**config.mk**
```make
export PLATFORM = sky130hd
export DESIGN_NAME = smvm_issue_ctrl
export DESIGN_NICKNAME = d
export VERILOG_FILES = /design/src/rtl/smvm_issue_ctrl.sv
export SDC_FILE = /design/constraint.sdc
export NUM_CORES = 1
export LEC_CHECK = 0
export CAP_MARGIN = 20
export CORE_MARGIN = 2
export CORE_UTILIZATION = 43
export CTS_CLUSTER_SIZE = 10
export DETAILED_ROUTE_END_ITERATION = 6
export MAX_ROUTING_LAYER = met4
export PLACE_DENSITY = 0.7
export REMOVE_ABC_BUFFERS = 1
export SYNTH_ARGS = -nofsm -noshare
export SYNTH_HDL_FRONTEND = slang
export SYNTH_SLANG_ARGS = --single-unit
```
**constraint.sdc**
```tcl
create_clock -name clk -period 2.8 [get_ports clk]
set_clock_uncertainty 0.05 [all_clocks]
set_input_delay 0.56 -clock clk [delete_from_list [all_inputs] [get_ports clk]]
set_output_delay 0.56 -clock clk [all_outputs]
set_load 0.01 [all_outputs]
```
**src/rtl/smvm_issue_ctrl.sv**
```systemverilog
// -----------------------------------------------------------------------------
// smvm_issue_ctrl
//   Front-end controller for the SMVM datapath. It consumes one serial input
//   stream in three phases: a matrix header, the dense vector, and the
//   nonzero (value, column, row-start) triples. Vector elements go straight to
//   the vector buffer. Nonzeros are packed into K-wide batches and issued to
//   the multiplier lanes with a valid/ready handshake. A short final batch is
//   zero-padded and masked.
//
// Ports
//   clk, rst_n            clock, asynchronous active-low reset
//   in_valid/in_ready     input beat handshake
//   in_data               header: row count | vector element | nonzero value
//   in_col                header: columns-1 | (ignored)       | column index
//   in_ipv                nonzero phase: first nonzero of a new row
//   in_last               final beat of the matrix
//   vec_we/waddr/wdata    vector buffer write port (combinational from input)
//   iss_valid/iss_ready   batch handshake
//   iss_val/col/ipv/mask  batch lanes, lane 0 in the MSBs
//   iss_last              batch is the final batch of the matrix
//   row_cnt               row-start flags seen so far (saturating)
//   done                  one-cycle pulse when the matrix completes
//   err                   sticky protocol error, cleared by the next header
// -----------------------------------------------------------------------------
module smvm_issue_ctrl #(
  parameter int K  = 4,   // lanes per batch, K >= 2
  parameter int VW = 8,
  parameter int CW = 7,
  parameter int RW = 8
) (
  input  logic            clk,
  input  logic            rst_n,
  input  logic            in_valid,
  output logic            in_ready,
  input  logic [VW-1:0]   in_data,
  input  logic [CW-1:0]   in_col,
  input  logic            in_ipv,
  input  logic            in_last,
  output logic            vec_we,
  output logic [CW-1:0]   vec_waddr,
  output logic [VW-1:0]   vec_wdata,
  output logic            iss_valid,
  input  logic            iss_ready,
  output logic [K*VW-1:0] iss_val,
  output logic [K*CW-1:0] iss_col,
  output logic [K-1:0]    iss_ipv,
  output logic [K-1:0]    iss_mask,
  output logic            iss_last,
  output logic [RW-1:0]   row_cnt,
  output logic            done,
  output logic            err
);

  localparam int CNT_W = $clog2(K);

  localparam logic [1:0] S_IDLE = 2'd0;
  localparam logic [1:0] S_VEC  = 2'd1;
  localparam logic [1:0] S_NNZ  = 2'd2;
  localparam logic [1:0] S_DONE = 2'd3;

  logic [1:0]       state;
  logic [RW-1:0]    rows;
  logic [CW-1:0]    cols_m1;     // columns minus one, as carried by the header
  logic [CW-1:0]    vec_cnt;
  logic [CNT_W-1:0] coll_cnt;    // nonzeros parked in the collect slots
  logic             nz_seen;     // at least one nonzero accepted this matrix

  // Collect slots hold the first K-1 nonzeros of a batch; the closing beat
  // bypasses them and goes straight into the issue register.
  logic [VW-1:0]    coll_val [K];
  logic [CW-1:0]    coll_col [K];
  logic [K-1:0]     coll_ipv;

  logic [VW-1:0]    lane_val [K];
  logic [CW-1:0]    lane_col [K];
  logic [K-1:0]     lane_ipv;
  logic [K-1:0]     lane_mask;

  logic             in_fire;
  logic             closes;
  logic             issue_free;
  logic             load;
  logic [RW-1:0]    row_inc;

  assign in_fire    = in_valid && in_ready;
  assign closes     = (state == S_NNZ) && ((coll_cnt == CNT_W'(K-1)) || in_last);
  // The issue register can take a new batch if it is empty or being drained
  // this very cycle, which keeps throughput at one beat per cycle.
  assign issue_free = !iss_valid || iss_ready;
  assign load       = in_fire && closes;
  assign row_inc    = (&row_cnt) ? row_cnt : row_cnt + 1'b1;

  assign vec_we     = (state == S_VEC) && in_valid;
  assign vec_waddr  = vec_cnt;
  assign vec_wdata  = in_data;

  // On the nonzero-completion path done coincides with the last batch
  // transfer; on the vector-only and error paths the issue register is empty.
  assign done       = (state == S_DONE) && issue_free;

  // NOTE: every signal written in a combinational block gets a default
  // assignment first so no path leaves it unassigned and infers a latch.
  always_comb begin
    in_ready = 1'b0;
    case (state)
      S_IDLE:  in_ready = 1'b1;
      S_VEC:   in_ready = 1'b1;
      S_NNZ:   in_ready = !(closes && !issue_free);
      default: in_ready = 1'b0;
    endcase
  end

  // Assemble the batch the closing beat would issue: parked slots first,
  // then the closing beat itself, then zero padding with mask cleared.
  always_comb begin
    lane_ipv  = '0;
    lane_mask = '0;
    for (int i = 0; i < K; i++) begin
      lane_val[i] = '0;
      lane_col[i] = '0;
      if (CNT_W'(i) < coll_cnt) begin
        lane_val[i]  = coll_val[i];
        lane_col[i]  = coll_col[i];
        lane_ipv[i]  = coll_ipv[i];
        lane_mask[i] = 1'b1;
      end else if (CNT_W'(i) == coll_cnt) begin
        lane_val[i]  = in_data;
        lane_col[i]  = in_col;
        lane_ipv[i]  = in_ipv;
        lane_mask[i] = 1'b1;
      end
    end
  end

  // NOTE: sequential state uses non-blocking assignments so every register
  // samples the pre-edge values regardless of statement order.
  always_ff @(posedge clk or negedge rst_n) begin
    if (!rst_n) begin
      state    <= S_IDLE;
      rows     <= '0;
      cols_m1  <= '0;
      vec_cnt  <= '0;
      coll_cnt <= '0;
      nz_seen  <= 1'b0;
      row_cnt  <= '0;
      err      <= 1'b0;
    end else begin
      case (state)
        S_IDLE: begin
          // A zero-row header describes nothing; drop it and stay here.
          if (in_fire && (in_data != '0)) begin
            rows     <= RW'(in_data);
            cols_m1  <= in_col;
            vec_cnt  <= '0;
            coll_cnt <= '0;
            nz_seen  <= 1'b0;
            row_cnt  <= '0;
            err      <= 1'b0;
            state    <= S_VEC;
          end
        end
        S_VEC: begin
          if (in_fire) begin
            vec_cnt <= vec_cnt + 1'b1;
            if (vec_cnt == cols_m1) begin
              state <= in_last ? S_DONE : S_NNZ;
            end else if (in_last) begin
              err   <= 1'b1;
              state <= S_DONE;
            end
          end
        end
        S_NNZ: begin
          if (in_fire) begin
            nz_seen <= 1'b1;
            if (in_ipv) row_cnt <= row_inc;
            if ((!nz_seen && !in_ipv) || (in_col > cols_m1) ||
                (in_ipv && (row_inc > rows))) begin
              err <= 1'b1;
            end
            if (closes) begin
              coll_cnt <= '0;
              if (in_last) state <= S_DONE;
            end else begin
              coll_cnt <= coll_cnt + 1'b1;
            end
          end
        end
        default: begin
          if (issue_free) state <= S_IDLE;
        end
      endcase
    end
  end

  // NOTE: the collect slots are storage, not control; they carry no reset
  // because coll_cnt alone decides which entries are meaningful.
  always_ff @(posedge clk) begin
    if (in_fire && (state == S_NNZ) && !closes) begin
      coll_val[coll_cnt] <= in_data;
      coll_col[coll_cnt] <= in_col;
      coll_ipv[coll_cnt] <= in_ipv;
    end
  end

  // Issue register: loads on a closing beat, otherwise holds until drained.
  always_ff @(posedge clk or negedge rst_n) begin
    if (!rst_n) begin
      iss_valid <= 1'b0;
      iss_val   <= '0;
      iss_col   <= '0;
      iss_ipv   <= '0;
      iss_mask  <= '0;
      iss_last  <= 1'b0;
    end else if (load) begin
      iss_valid <= 1'b1;
      iss_last  <= in_last;
      for (int i = 0; i < K; i++) begin
        iss_val[(K-1-i)*VW +: VW] <= lane_val[i];
        iss_col[(K-1-i)*CW +: CW] <= lane_col[i];
        iss_ipv[K-1-i]            <= lane_ipv[i];
        iss_mask[K-1-i]           <= lane_mask[i];
      end
    end else if (iss_ready) begin
      iss_valid <= 1'b0;
    end
  end

endmodule
```
Word level (Yosys, flattened, before mapping)
Memories as Yosys holds them, arrays and structs flattened.
Cells that the tools add are included.
- add/subtract/negate cells: 3
- $lt $le $gt $ge: 8
- equal/unequal tests: 16
- mux-type cells: 70
- reductions and logical operators: 38
- operators with widths (cell ; count):
    $mux 8 ; 12
    $mux 7 ; 10
    $mux 1 ; 29
    $mux 2 ; 10
    $ne 2x2->1 const B ; 8
    $pmux 8 s2 ; 1
    $pmux 7 s2 ; 1
    $logic_and 1x1->1 ; 12
    $add 8x1->8 const B ; 1
    $gt 8x8->1 ; 1
    $reduce_and 8->1 ; 1
    $reduce_bool 8->1 ; 1
    $add 7x1->7 const B ; 1
    $eq 7x7->1 ; 1
    $gt 7x7->1 ; 1
    $reduce_and 7->1 ; 1
    $eq 2x2->1 const B ; 3
    $logic_not 1->1 ; 6
    $pmux 2 s3 ; 1
    $reduce_and 3->1 ; 2
    $reduce_bool 2->1 ; 3
    $reduce_and 5->1 ; 1
    $bwmux 4 ; 1
    $eq 2x2->1 const A ; 2
    other kinds (18) ; 25
- register bits: 110
- RAM bits: 60
- input bits: 21
- output and inout port bits: 97
- word-level logic and storage cells: 152
- memories: 2
- memory list (memory ; words ; width ; read ports ; clocked after Yosys merged registers in ; write ports ; line ; text):
    coll_val ; 4 ; 8 ; 4 ; 0 ; 1 ; 70 ; logic [VW-1:0] coll_val [K];
    coll_col ; 4 ; 7 ; 4 ; 0 ; 1 ; 71 ; logic [CW-1:0] coll_col [K];

Logic depth before layout (Yosys ltp)
Gate-level depths: netlist of the first run.
- depth in word-level cells: 11
- gate-level depth with buffers: 11
- depth with buffers taken out: 11

Worst setup path before layout of the first run
Ideal clock, no wire load.
- path type: reg2reg
- start point: reg row_cnt[4]
- end point: reg err
- library setup time: 0.128 ns
- arrival time: 2.717 ns
- required time: 2.622 ns
- path slack: -0.094 ns
- stages on the path, launching flop included: 12
- path buffers: 0
- period minus slack after synthesis: 2.894 ns
- cells stage by stage: dfrtp_1 -> and4_1 -> nand2_1 -> nor2_1 -> mux2_2 -> ha_1 -> nor2b_1 -> o211ai_1 -> a21oi_1 -> o221ai_1 -> a221oi_2 -> mux2_1
- cells in the longest elaborated chain, start to end: 7
- elaborated cells between the ends (all ways): 8
- those cells by class: 1 x add/sub; 1 x order compare; 1 x eq/ne; 1 x mux; 4 x reduce/logical
- RTL lines (what ; line ; text):
    start: declaration ; 49 ; output logic [RW-1:0] row_cnt,
    start signal: assignment ; 176 ; if (in_ipv) row_cnt <= row_inc;
    $add 8x1->8 / $reduce_and 8->1 (equally long branches) ; 91 ; assign row_inc = (&row_cnt) ? row_cnt : row_cnt + 1'b1;
    $mux 8 (*) ; 91 ;
    $gt 8x8->1 (*) ; 178 ; (in_ipv && (row_inc > rows))) begin
    $logic_and 1x1->1 (*) ; 178 ;
    $logic_or 1x1->1 (*) ; 177 ; if ((!nz_seen && !in_ipv) || (in_col > cols_m1) ||
    $ne 2x2->1 (no line) (*) ; -- ;
    $reduce_and 7->1 (no line) (*) ; -- ;
    end signal: assignment ; 158 ; err <= 1'b0;
    end signal: assignment ; 168 ; err <= 1'b1;
    end signal: assignment ; 179 ; err <= 1'b1;
    end: declaration ; 51 ; output logic err
Mark *: on every way between the ends. The rest lies on a longest branch, timed or not.
A chain may end at the register's enable or synchronous reset.

Worst setup path after layout of the first run
- start point: reg row_cnt[3]
- end point: reg err
The elaborated chain is that of the path after synthesis.

==> results of run 1 <==
report_power, final:
group          switching [mW]  internal, mW
clock network           0.918          1.41
logic                    1.67          1.79
registers               0.400          2.89
total                    2.99          6.08
cells in the mapped netlist (2+ instances only):
cell,count
nor3_1,4
nor4b_1,3
and2_1,7
nand4_1,6
ha_1,27
nor2b_1,6
nand2_2,2
edfxtp_1,48
nor2_1,35
buf_2,6
mux2i_1,17
xnor2_1,10
o211ai_1,3
mux2_2,15
dfrtp_1,106
buf_4,12
clkbuf_1,20
o21ai_1,19
a211oi_1,2
a22o_1,17
a21oi_2,2
a32o_1,2
nand2b_1,4
nand3_1,10
nand2_1,79
inv_1,27
a21oi_1,40
nor4_1,4
and3_1,15
xor2_1,6
o21ai_0,51
a22oi_1,7
layout make-up:
type                    instances  share of cell area, %
clock buffers                  19                  4.525
clock inverters                13                  1.726
inverters                      28                  1.098
multi-input cells             414                  29.04
flip-flops and latches        154                  42.80
well taps                     216                  2.825
repair buffers                184                  17.98
timing repair:
| item | CTS | global route |
|---|---|---|
| pin swaps | 1 | 8 |
| resized for setup | 6 | 20 |
| setup buffers | 3 | 3 |
| setup endpoints to repair | 2 | 1 |
| endpoints found under the hold margin | 0 | 0 |
final timing paths:
path,cells past startpoint,to,start
worst max-delay path,11,err,row_cnt[3]
worst min-delay path,1,iss_col[3],rst_n
worst max register to register,11,err,row_cnt[3]
worst min register to register,1,iss_mask[3],iss_mask[3]
max in group asynchronous,2,iss_val[1],rst_n
min in group clk,1,iss_mask[3],iss_mask[3]
stage by stage:
stage          setup TNS (ns)  total power, mW  instances
5_1_grt              -0.04099            9.598       1028
3_3_place_gp                0            6.555        990
6_report                    0            9.069       1028
3_5_place_dp        -0.004373            6.676        990
2_1_floorplan          -33.78            4.954        596
4_1_cts                     0            9.052       1025
critical path, stage by stage (launching register included):
cell	delay, ns
dfrtp_1	0.38
and4_4	0.20
buf_4	0.15
a31oi_4	0.18
and3_4	0.21
xor2_1	0.06
ha_1	0.32
nand4_1	0.18
a21oi_2	0.17
o221ai_2	0.11
a221oi_2	0.32
mux2_4	0.32
sequential cells by signal (all words and copies together), names as in the netlist, 3 cells and up:
| signal | count |
|---|---|
| coll_col | 21 |
| rows | 8 |
| vec_waddr | 7 |
| cols_m1 | 7 |
| iss_mask | 4 |
| coll_ipv | 3 |
| iss_val | 32 |
| coll_val | 24 |
| row_cnt | 8 |
| iss_col | 28 |
| iss_ipv | 4 |
kinds of logic (layout without fill, tap and decap cells):
logic type                 Yosys count  count (layout)
adders and majority gates           27              27
muxes                               33              33
and+or+nand+nor                    180             180
xor gates and xnor gates            16              16
AOI/OAI and AO/OA                  158             158
buffers and inverters               67             244
DFF                                154             154
per-layer routing:
layer | GRT usage (%) | vias to the layer above | part of all wire, % | wire length, um
li1 | - | 2570 | - | -
met1 | 27.22 | 2627 | 46 | 7987
met2 | 33.28 | 157 | 49 | 8471
met3 | 4.460 | 14 | 4.3 | 744
met4 | 4.958 | 0 | 1.0 | 182
met5 | - | - | 0 | 0
==> results.cfg, run 1 <==
[worst_setup_path]
endpoint_kind = flop
critPathMaxFanout = 3
cp.required_ns = 3.05
worst-setup-path-type = flop to flop
critPathArrivalTime_ns = 3.03
cp-start-kind = flop
regToRegSetupSlack_ns = 0.03

[yosys]
netlist_area_mm2 = 0.007064
ys_seq_elements = 154
yosys.area.top_type_share_pct = 37.55
async_flop_share_pct = 68.83
muxShareOfSynthArea_pct = 4.959
synth_area_leaders = dfrtp_1, edfxtp_1, ha_1
synth-xor-area-share_pct = 1.984
ys_seq_area_share_pct = 57.95
synthAdderAreaFrac_pct = 4.782
synthFlopType = dfrtp_1
synth_edf_count = 48
yosysWarnings = 0
synthCells = 635
syn_avg_cell_area_um2 = 11.12
synth-simple-area-share_pct = 12.11
synth_top_family_by_area = compound AO/OA/AOI/OAI gates
yosys.cell_types.count = 55
yosysTopAreaCell = dfrtp_1
synth_compound_area_share_pct = 13.90

[placed_design]
port_buffers = 117
pre_cts_ws_ns = -0.004373
dpl.hpwl_um = 12130
place_area_mm2 = 0.008817
globalplace.congestion = 0.8834

[clock_tree]
cts_root_buffer = clkbuf_16
clk_latency_ns = 0.42
hold_buffers = 0
cts_tree = done
cts_made_buffers = 17
clk_path_buf_depth = 2
clock-sinks = 154
htree_levels = 4
clk_pin_slew_worst_paths_ns = 0.06

[layout]
fin_nets = 847
design_area_mm2 = 0.009568
ff_latch_area_mm2 = 0.004095
final_cell_mix = clkdlybuf4s50_1, dfrtp_1, nand2_1
final_common_cell = clkdlybuf4s50_1
drive_gt1_share_pct = 17.49
multi_input_area_mm2 = 0.002779
fillerInstances = 1281
syn_to_final_growth_pct = 35.44
diodes = 0
utilization_pct = 60.01

[floorplan]
die-height_um = 132.2
die_x_um = 132.2
io_pins = 118
floorplan.rows = 46
core_area_mm2 = 0.01594
dieArea_mm2 = 0.01747
start_util_pct = 44.31

[sta]
setup_viol_count_final = 0
hold_ws_ns = 0.06316
max_freq_mhz = 360.7
slew_headroom_pct = 62.33
worst_pin_slew_ns = 0.5599
layout_setup_ws_ns = 0.02747
hold_viol_final = 0
finalCriticalPeriod_ns = 2.773
period_share_pct = 99.02
slew_viol_final = 0

[detailed_routing]
viasPerCell = 5.222
routed_wl_um = 17390
drc = 0
routedWlPerCell_um = 16.91
vias = 5368
firstDrtPassIters = 5
antenna_left = 0
drt_iter0_markers = 344

[grt]
grt_max_degree = 78
grt_pass1_wl_um = 27850
globalRouteOverflowTotal = 0
grt_pass1_vias = 5385
antenna_found_initial = 0
grt_usage_pct = 20.76

[outcome]
status = finished clean

[hold_path]
hold_path_class = input pin to asynchronous set/reset pin

[flow_run]
max-cap-violations = 0

[power_and_ir_drop]
power_density_mw_per_mm2 = 947.8
vdd_drop_max_mv = 0.5647
p_leak_nw = 4.199
(Power assumes the default switching activity.)
==> run 2: changes to the inputs <==
--- a/config.mk
+++ b/config.mk
@@ -5,6 +5,8 @@
 export SDC_FILE = /design/constraint.sdc
 export NUM_CORES = 1
 export LEC_CHECK = 0
+export ABC_AREA = 1
+export ABC_CLOCK_PERIOD_IN_PS = 2800
 export CAP_MARGIN = 20
 export CORE_MARGIN = 2
 export CORE_UTILIZATION = 43
==> run 2 against run 1 <==
Sequential share of layout area rose by 0.97 points. Die area grew 0.86%. Clock power up 2%. Global-route usage is 0.69 points lower. Register-to-register slack better by 0.21 ns. Core utilization down 3.0 points. Hold slack worse by 0.018 ns. Count of clock-buffer cells in the layout up 1.
==> results.cfg, run 2 <==
[worst_setup_path]
critPathMaxFanout = 9
critPathArrivalTime_ns = 2.82
cp.required_ns = 3.06
cp-start-kind = flop
endpoint_kind = flop
critical-path-max-stage-delay_ns = 0.44
crit_slowest_cell = dfrtp_1
cp_cell_sequence = ha_1, nand2_1, nor2_1, nand3_2, o21ai_0, inv_1, ha_1, a21oi_1, o21ai_0, nand2_1, nand2_1, nand2_1, nand2_1, nand3_1, nand2_1, nand2_1
crit_top_cell = nand2_1
worst-setup-path-type = flop to flop

[yosys]
synth_top_family_by_area = simple AND/OR/NAND/NOR gates
synthAdderAreaFrac_pct = 4.740
yosysWarnings = 0
async_flop_share_pct = 68.83
ys_seq_elements = 154
synth_edf_count = 48
synth-xor-area-share_pct = 1.352
yosys.cell_types.count = 39
muxShareOfSynthArea_pct = 0
netlist_area_mm2 = 0.007127
yosys.area.top_type_share_pct = 37.22
synth.top_cells.by_count = nand2_1, dfrtp_1, nor2_1
synth_area_leaders = dfrtp_1, edfxtp_1, nand2_1
synthFlopType = dfrtp_1
syn_avg_cell_area_um2 = 9.579
synth_most_common_cell = nand2_1
synth-simple-area-share_pct = 19.29
ys_seq_area_share_pct = 57.44
synthCells = 744
yosysTopAreaCell = dfrtp_1
synth_compound_area_share_pct = 10.57

[sta]
slew_headroom_pct = 66.69
finalCriticalPeriod_ns = 2.558
max_freq_mhz = 390.9
setup_viol_count_final = 0
worst_pin_slew_ns = 0.4997
slew_viol_final = 0
hold_viol_final = 0
period_share_pct = 91.37
layout_setup_ws_ns = 0.2417

[hold_path]
hold_path_class = input pin to asynchronous set/reset pin

[placed_design]
dpl.hpwl_um = 11610
port_buffers = 117
globalplace.congestion = 0.8481
pre_cts_ws_ns = 0.1145
place_inst = 1080
place_area_mm2 = 0.008682

[clock_tree]
clock-sinks = 154
hold_buffers = 0
cts_tree = done
clk_path_buf_depth = 2
clk_latency_ns = 0.43
clk_pin_slew_worst_paths_ns = 0.07
cts_made_buffers = 17
cts_root_buffer = clkbuf_16
htree_levels = 4

[grt]
grt_util_met1_pct = 26.72
antenna_found_initial = 0
grt_pass1_wl_um = 26860
grt_use_met2_pct = 31.09
grt_pass1_vias = 5242
grt_usage_pct = 20.07
grt_use_met3_pct = 4.559
globalRouteOverflowTotal = 0
grt_busiest_layer = met2
grt_max_degree = 53

[layout]
drive_gt1_share_pct = 12.29
syn_to_final_growth_pct = 31.30
top_regs = iss_val x32, iss_col x28, coll_val x24
design_area_mm2 = 0.009358
largest_reg_flops = 32
final_common_cell = nand2_1
utilization_pct = 57.04
diodes = 0
final_cells = 1115
fin_nets = 930
final_cell_mix = nand2_1, clkdlybuf4s50_1, dfrtp_1
top_register = iss_val

[detailed_routing]
drt_iter0_markers = 267
antenna_left = 0
firstDrtPassIters = 5
routedWlPerCell_um = 14.64
viasPerCell = 4.957
drc = 0
routed_wl_um = 16320
vias = 5527

[floorplan]
floorplan.rows = 47
core_area_mm2 = 0.01641
io_pins = 118
dieArea_mm2 = 0.01762
die-height_um = 132.7
start_util_pct = 43.44
die_x_um = 132.7

[flow_run]
max-cap-violations = 0

[outcome]
status = finished clean

[power_and_ir_drop]
p_leak_nw = 3.964
vdd_drop_max_mv = 0.5344
power_density_mw_per_mm2 = 973.5
run 2: worst paths after layout:
check	startpoint	end	slack (ns)	cells after the start
worst min-delay path	rst_n	iss_col[18]	0.05	1
worst max register to register	row_cnt[0]	err	0.24	16
worst max-delay path	row_cnt[0]	err	0.24	16
max in group asynchronous	rst_n	cols_m1[1]	1.97	2
min in group clk	iss_mask[3]	iss_mask[3]	0.42	1
worst min register to register	iss_mask[3]	iss_mask[3]	0.42	1
run 2: metal layers:
layer / part of all wire [%] / wire, um
met1: 48 / 7793
met5: 0 / 0
met4: 0.99 / 162
met2: 47 / 7732
met3: 3.9 / 633
run 2: cell type report:
type | count | area, um^2
Inverter | 59 | 231.5
Multi-Input combinational cell | 490 | 2595
Tap cell | 220 | 275.3
Fill cell | 1422 | 7049
Clock inverter | 12 | 158.9
Sequential cell | 154 | 4096
Timing Repair Buffer | 160 | 1544
Clock buffer | 20 | 456.7
run 2: stage by stage:
stage	total power, mW	hold WS [ns]	setup TNS [ns]
6_report	9.109	0.04515	0
2_1_floorplan	5.096	0.2144	-3.034
3_5_place_dp	6.718	0.4078	0
5_1_grt	9.747	0.06980	-0.01390
4_1_cts	9.174	0.05626	0
3_3_place_gp	6.639	0.4023	0
run 2: cell families after synthesis:
group / after synthesis
adders and majority gates: 27
buffers and inverters: 100
xor gates and xnor gates: 11
DFF: 154
AOI/OAI and AO/OA: 123
and+or+nand+nor: 329
run 2: critical path: cells and delay by family, from the launching register on:
family                     cells  cell delay (ns)
adders and majority gates      2             0.53
DFF                            1             0.44
buffers and inverters          1             0.07
and+or+nand+nor               10             0.94
AOI/OAI and AO/OA              3             0.39
run 2: power breakdown:
| group | internal [mW] | total (mW) | switching (mW) |
|---|---|---|---|
| Clock | 1.46 | 2.38 | 0.917 |
| Sequential | 2.90 | 3.32 | 0.419 |
| Combinational | 1.65 | 3.41 | 1.76 |
run 2: timing repair:
item | in CTS | in global routing
hold endpoints to repair | 0 | 0
setup endpoints to repair | 1 | 2
resized for setup | 9 | 2
buffers inserted | 1 | 2
pin swaps | 1 | 1
